==> src/rtl/lcd_sched_pkg.sv <==
// Shared types and constants for the LCD write arbiter and its byte FIFO.
package lcd_sched_pkg;
  localparam int LCD_DATA_W = 8;

  localparam logic PORT_CPU = 1'b0;
  localparam logic PORT_DBG = 1'b1;

  typedef enum logic [2:0] {
    IDLE,
    STROBE,
    WAIT_ACK,
    WAIT_DONE,
    RST_PULSE
  } state_t;
endpackage

==> src/rtl/lcd_byte_fifo.sv <==
// Synchronous byte FIFO with flush; level counts occupied entries (0..DEPTH).
module lcd_byte_fifo
  import lcd_sched_pkg::*;
#(
  parameter int DEPTH = 8
) (
  input  logic                      clk,
  input  logic                      reset,
  input  logic                      flush,
  input  logic                      push,
  input  logic [LCD_DATA_W-1:0]     push_data,
  input  logic                      pop,
  output logic [LCD_DATA_W-1:0]     pop_data,
  output logic                      full,
  output logic                      empty,
  output logic [$clog2(DEPTH):0]    level
);
  localparam int AW = $clog2(DEPTH);
  localparam int LW = AW + 1;

  logic [LCD_DATA_W-1:0] mem [DEPTH];
  logic [AW-1:0]         wr_ptr;
  logic [AW-1:0]         rd_ptr;
  logic                  do_push;
  logic                  do_pop;

  assign full     = (level == LW'(DEPTH));
  assign empty    = (level == '0);
  assign do_push  = push && !full;
  assign do_pop   = pop && !empty;
  assign pop_data = mem[rd_ptr];

  always_ff @(posedge clk) begin
    if (reset || flush) begin
      wr_ptr <= '0;
      rd_ptr <= '0;
      level  <= '0;
    end else begin
      if (do_push) wr_ptr <= wr_ptr + 1'b1;
      if (do_pop)  rd_ptr <= rd_ptr + 1'b1;
      if (do_push && !do_pop)      level <= level + 1'b1;
      else if (!do_push && do_pop) level <= level - 1'b1;
    end
  end

  always_ff @(posedge clk) begin
    if (do_push) mem[wr_ptr] <= push_data;
  end
endmodule

==> src/rtl/lcd_write_arbiter.sv <==
// Message-granular two-port arbiter feeding a byte FIFO, plus the issue FSM
// that strobes each byte onto the LCD controller bus with busy handshake.
module lcd_write_arbiter
  import lcd_sched_pkg::*;
#(
  parameter int FIFO_DEPTH    = 8,
  parameter int E_HOLD_CYCLES = 2,
  parameter int ACK_TIMEOUT   = 1024,
  parameter int RST_CYCLES    = 4
) (
  input  logic                          clk,
  input  logic                          reset,
  input  logic                          req0_valid,
  input  logic [LCD_DATA_W-1:0]         req0_data,
  input  logic                          req0_last,
  output logic                          req0_ready,
  input  logic                          req1_valid,
  input  logic [LCD_DATA_W-1:0]         req1_data,
  input  logic                          req1_last,
  output logic                          req1_ready,
  input  logic                          lcd_reinit,
  output logic                          lcd_e,
  output logic [LCD_DATA_W-1:0]         lcd_data,
  output logic                          lcd_rst,
  input  logic                          lcd_can_write,
  output logic                          busy,
  output logic                          timeout_flag,
  output logic [$clog2(FIFO_DEPTH):0]   fifo_level
);
  localparam int MAX_HR  = (E_HOLD_CYCLES > RST_CYCLES) ? E_HOLD_CYCLES : RST_CYCLES;
  localparam int CNT_MAX = (ACK_TIMEOUT > MAX_HR) ? ACK_TIMEOUT : MAX_HR;
  localparam int CW      = $clog2(CNT_MAX + 1);

  state_t                state;
  logic [CW-1:0]         cnt;
  logic                  grant_valid;
  logic                  grant_port;
  logic                  tie_prio;
  logic                  reinit_pending;
  logic                  acc0, acc1;
  logic                  fifo_push, fifo_pop, fifo_flush;
  logic                  fifo_full, fifo_empty;
  logic                  push_last;
  logic [LCD_DATA_W-1:0] push_data, fifo_rd_data;
  logic                  cnt_expired;

  assign req0_ready = grant_valid && (grant_port == PORT_CPU) && !fifo_full;
  assign req1_ready = grant_valid && (grant_port == PORT_DBG) && !fifo_full;
  assign acc0       = req0_valid && req0_ready;
  assign acc1       = req1_valid && req1_ready;
  assign fifo_push  = acc0 || acc1;
  assign push_data  = acc1 ? req1_data : req0_data;
  assign push_last  = acc1 ? req1_last : req0_last;

  assign cnt_expired = (cnt == CW'(ACK_TIMEOUT - 1));
  // Every entry into RST_PULSE discards queued bytes and any held grant.
  assign fifo_flush  = ((state == IDLE) && reinit_pending) ||
                       ((state == WAIT_DONE) && !lcd_can_write && cnt_expired);
  assign fifo_pop    = (state == IDLE) && !reinit_pending && !fifo_empty && lcd_can_write;
  assign busy        = (state != IDLE) || !fifo_empty;

  lcd_byte_fifo #(.DEPTH(FIFO_DEPTH)) u_fifo (
    .clk       (clk),
    .reset     (reset),
    .flush     (fifo_flush),
    .push      (fifo_push),
    .push_data (push_data),
    .pop       (fifo_pop),
    .pop_data  (fifo_rd_data),
    .full      (fifo_full),
    .empty     (fifo_empty),
    .level     (fifo_level)
  );

  // Grant is held for a whole message; tie_prio only moves when a tie is resolved.
  always_ff @(posedge clk) begin
    if (reset) begin
      grant_valid <= 1'b0;
      grant_port  <= PORT_CPU;
      tie_prio    <= PORT_CPU;
    end else if (fifo_flush) begin
      grant_valid <= 1'b0;
    end else if (grant_valid) begin
      if (fifo_push && push_last) grant_valid <= 1'b0;
    end else if (!fifo_full && (req0_valid || req1_valid)) begin
      grant_valid <= 1'b1;
      if (req0_valid && req1_valid) begin
        grant_port <= tie_prio;
        tie_prio   <= ~tie_prio;
      end else begin
        grant_port <= req1_valid ? PORT_DBG : PORT_CPU;
      end
    end
  end

  always_ff @(posedge clk) begin
    if (reset) begin
      state          <= RST_PULSE;
      cnt            <= '0;
      lcd_e          <= 1'b0;
      lcd_data       <= '0;
      lcd_rst        <= 1'b1;
      timeout_flag   <= 1'b0;
      reinit_pending <= 1'b0;
    end else begin
      if (cnt != CW'(CNT_MAX)) cnt <= cnt + 1'b1;
      if (lcd_reinit)      reinit_pending <= 1'b1;
      else if (fifo_flush) reinit_pending <= 1'b0;

      case (state)
        IDLE: begin
          if (reinit_pending) begin
            state   <= RST_PULSE;
            lcd_rst <= 1'b1;
            cnt     <= '0;
          end else if (fifo_pop) begin
            state    <= STROBE;
            lcd_e    <= 1'b1;
            lcd_data <= fifo_rd_data;
            cnt      <= '0;
          end
        end
        STROBE: begin
          if (cnt == CW'(E_HOLD_CYCLES - 1)) begin
            lcd_e <= 1'b0;
            state <= WAIT_ACK;
            cnt   <= '0;
          end
        end
        WAIT_ACK: begin
          if (!lcd_can_write) begin
            state <= WAIT_DONE;
            cnt   <= '0;
          end else if (cnt_expired) begin
            timeout_flag <= 1'b1;
            state        <= IDLE;
            cnt          <= '0;
          end
        end
        WAIT_DONE: begin
          if (lcd_can_write) begin
            state <= IDLE;
            cnt   <= '0;
          end else if (cnt_expired) begin
            timeout_flag <= 1'b1;
            state        <= RST_PULSE;
            lcd_rst      <= 1'b1;
            cnt          <= '0;
          end
        end
        RST_PULSE: begin
          // Pulse phase first, then wait for the controller to come ready.
          if (lcd_rst) begin
            if (cnt == CW'(RST_CYCLES - 1)) lcd_rst <= 1'b0;
          end else if (lcd_can_write) begin
            state <= IDLE;
            cnt   <= '0;
          end else if (cnt_expired) begin
            timeout_flag <= 1'b1;
            state        <= IDLE;
            cnt          <= '0;
          end
        end
        default: state <= IDLE;
      endcase
    end
  end
endmodule

==> config.mk <==
export PLATFORM = sky130hd
export DESIGN_NAME = lcd_write_arbiter
export DESIGN_NICKNAME = d
export VERILOG_FILES = /design/src/rtl/lcd_sched_pkg.sv /design/src/rtl/lcd_byte_fifo.sv /design/src/rtl/lcd_write_arbiter.sv
export SDC_FILE = /design/constraint.sdc
export NUM_CORES = 1
export LEC_CHECK = 0
export CORE_ASPECT_RATIO = 1.25
export CORE_MARGIN = 2
export CORE_UTILIZATION = 40
export CTS_BUF_LIST = sky130_fd_sc_hd__clkbuf_8
export DETAILED_ROUTE_END_ITERATION = 6
export PLACE_DENSITY = 0.61
export SLEW_MARGIN = 20
export SYNTH_ARGS = -nofsm -noshare
export SYNTH_HDL_FRONTEND = slang
export SYNTH_HIERARCHICAL = 1
export SYNTH_SLANG_ARGS = --single-unit
==> constraint.sdc <==
create_clock -name clk -period 5.95 [get_ports clk]
set_input_delay 1.4875 -clock clk [delete_from_list [all_inputs] [get_ports clk]]
set_output_delay 1.4875 -clock clk [all_outputs]
set_load 0.02 [all_outputs]
==> flow_metrics.tcl <==
set metrics [dict create \
    p_total_mw 1.42 \
    grt.overflow.total 0 \
    first_global_vias 3011 \
    drtPass1Iterations 6 \
    cap_violations 0 \
    fmaxAchievable_ghz 0.235 \
    synthArstFlopShare_pct 0 \
    cp_max_fo 11 \
    synth_edf_count 64 \
    p_comb_share_pct 11.7 \
    cts_root_buf "clkbuf_8" \
    period_minus_slack_ns 4.25 \
    max_slew_margin_pct 31.5 \
    report.final.hold_viol_count 0 \
    diodes 0 \
    ant_nets 0 \
    core_area_sq_mm 0.0120 \
    tightestPinTransition_ns 1.02 \
    synth_top_flop_cell "edfxtp_1" \
    path_clk_slew_ns 0.10 \
    htreeDepth 3 \
    fin_setup_tns_ns 0 \
    hpwl_microns 6610 \
    mappedNetlistNets 393 \
    grt_pass1_wl_microns 15900 \
    p_switching_uw 345 \
    numClockSinks 106 \
    yosysWarnings 6 \
    synth_cells 360 \
    drc 0 \
    nets 431 \
    route.vias.total 2977 \
    syn_to_final_growth_pct 14.9 \
    worstSetupStartpointType "input pin" \
    netSwitchingFraction_pct 24.4 \
    synth_area_sq_mm 0.00487 \
    synthDominantCellAreaShare_pct 39.5 \
    path_class "in -> reg" \
    synth.distinct_cells 64 \
    internal_power_mw 1.07 \
    die_h_microns 127 \
    setup_ws_ns 1.70 \
    drv_slew 0 \
    cts_hold_buf 0 \
    power_frac_seq_pct 58.0 \
    p_clk_share_pct 30.4 \
    cp.required_ns 6.27 \
    dieArea_sq_mm 0.0131 \
    cts_buffers 9 \
    finalClockSkew_ns 0.00975 \
    rsz0062_at_grt "false" \
    start_util_pct 40.6 \
    clk_latency_ns 0.37 \
    synth_top_cell_by_area "edfxtp_1" \
    first_iter_violations 104 \
    syn_avg_cell_area_sq_um 13.5 \
    status "complete, no violations" \
    cellLeakagePower_nw 1.91 \
    synth_area_leaders "edfxtp_1 39%, dfxtp_1 17%, mux4_2 7.4%" \
    place_ws_ns 1.32 \
    ir_drop_mv 0.110 \
    power_density_mw_per_mm2 253 \
    ios 42 \
    die_w_microns 103 \
    grt_use_total_pct 16.1 \
    rows 45 \
    endpoint_kind "flop" \
    cts_tree "done" \
    grt_max_degree 30 \
    finalWirelength_microns 9860 \
    cts-resized-gates 0 \
    via_per_inst 5.25 \
    holdWs_ns 0.504 \
    setup_viol 0 \
    drive_above_1_share_pct 18.4 \
    clockBufferDepth 2 \
    yosysSeqAreaShare_pct 56.7 \
    ys_seq_elements 106 \
    min_period_over_period_pct 71.5 \
    avgRoutedWirePerCell_microns 17.4 \
    worstPathArrival_ns 4.58 \
    place.gp.congestion 0.838 \
    portBuffers 41 \
    antenna_found_initial 0 \
    hold_class "reg -> reg" \
    dp.cells 551 \
    final_cells 567 \
    post-cts-setup-buffers 0 \
]
synth_stat cells (2+ instances only):
library cell	n
xnor2_1	8
nand3_1	11
buf_1	2
nor3_1	4
inv_1	11
a211oi_2	11
or3_1	2
nand3b_1	2
nand2_1	14
mux2_2	11
and2b_1	2
ha_1	8
a21oi_1	5
a211oi_1	3
nand4_1	4
edfxtp_1	64
nand4b_1	2
buf_2	6
clkbuf_1	5
a21oi_2	2
buf_6	4
mux2i_1	14
dfxtp_1	42
mux2_1	5
a31oi_1	4
nor2_1	38
xor2_1	7
o21ai_0	5
mux4_2	16
nand2b_1	7
nor2b_1	5
or4b_4	2
and2_1	2
buf_4	2
worst paths after layout:
kind	endpoint	cells past startpoint	startpoint	slack (ns)
setup / recovery	u_fifo/level[3]	12	lcd_can_write	1.70
hold reg to reg	lcd_e	2	lcd_e	0.50
setup reg to reg	u_fifo/level[3]	12	u_fifo/level[0]	2.55
hold / removal	lcd_e	2	lcd_e	0.50
cell families (layout without fill, tap and decap cells):
logic type / after synthesis / after routing / share of synthesized area (%)
buffers and inverters: 30 / 73 / 3.24
AND/OR/NAND/NOR: 109 / 109 / 12.8
adder cells (fa/ha/maj): 9 / 9 / 2.47
AO/OA/AOI/OAI: 44 / 44 / 7.81
flip-flops: 106 / 106 / 56.7
multiplexers: 47 / 47 / 14.3
XOR/XNOR: 15 / 15 / 2.70
cell type report:
cell class	instances	area (sq um)
well taps	164	205
clock inverters	7	62.6
multi-input cells	224	1950
repair buffers	46	448
clock buffers	9	124
flip-flops and latches	106	2760
inverters	11	41.3
fillers	1076	6400
registers in the layout (all words and copies together) (netlist names), named ones only:
register	count
u_fifo/mem	64
cnt	11
lcd_data	8
u_fifo/level	4
state	3
u_fifo/rd_ptr	3
u_fifo/wr_ptr	3
grant_port	1
grant_valid	1
lcd_e	1
lcd_rst	1
reinit_pending	1
tie_prio	1
timeout_flag	1
placed cells by master (no fill, tap or decap), types with 7 or more instances in the layout:
cell type	instances
nor2_1	38
xnor2_1	8
xor2_1	7
mux2i_1	14
mux4_2	16
edfxtp_1	64
clkdlybuf4s50_1	41
mux2_2	11
nand2b_1	7
nand2_1	14
dfxtp_1	42
a211oi_2	11
clkbuf_8	9
inv_1	13
ha_1	8
nand3_1	11
critical path, stage by stage:
cell and delay [ns]:
clkdlybuf4s50_1 0.60, nor2b_1 0.25, nand3b_1 0.51, inv_1 0.21, o41ai_2 0.15, ha_1 0.23, inv_1 0.15, ha_1 0.29
a21oi_1 0.19, nand3_1 0.13, a211oi_1 0.25, a31o_2 0.13
layer usage:
layer  vias up  wire length [microns]  global-route usage, %
met5         -                      0                      0
met4         0                    197                   6.20
met3        12                    325                   2.84
met2        57                   4900                   26.5
met1      1481                   4440                   21.1
li1       1427                      -                      -
metrics by stage:
stage / area [sq um] / util (%)
after CTS: 5590 / 46.6
after floorplan: 4870 / -
after detailed placement: 5410 / 45.1
after global placement: 5410 / 45.1
final: 5590 / 46.6
after global routing: 5590 / 46.6
power groups by stage:
stage	Clock, mW	Combinational [mW]	Sequential [mW]
floorplan	0	0.106	0.838
detailed placement	0	0.166	0.838
global route	0.469	0.184	0.825
finish	0.430	0.165	0.821
global placement	0	0.162	0.837
CTS	0.442	0.167	0.821
Power figures use the tool's default switching activity.
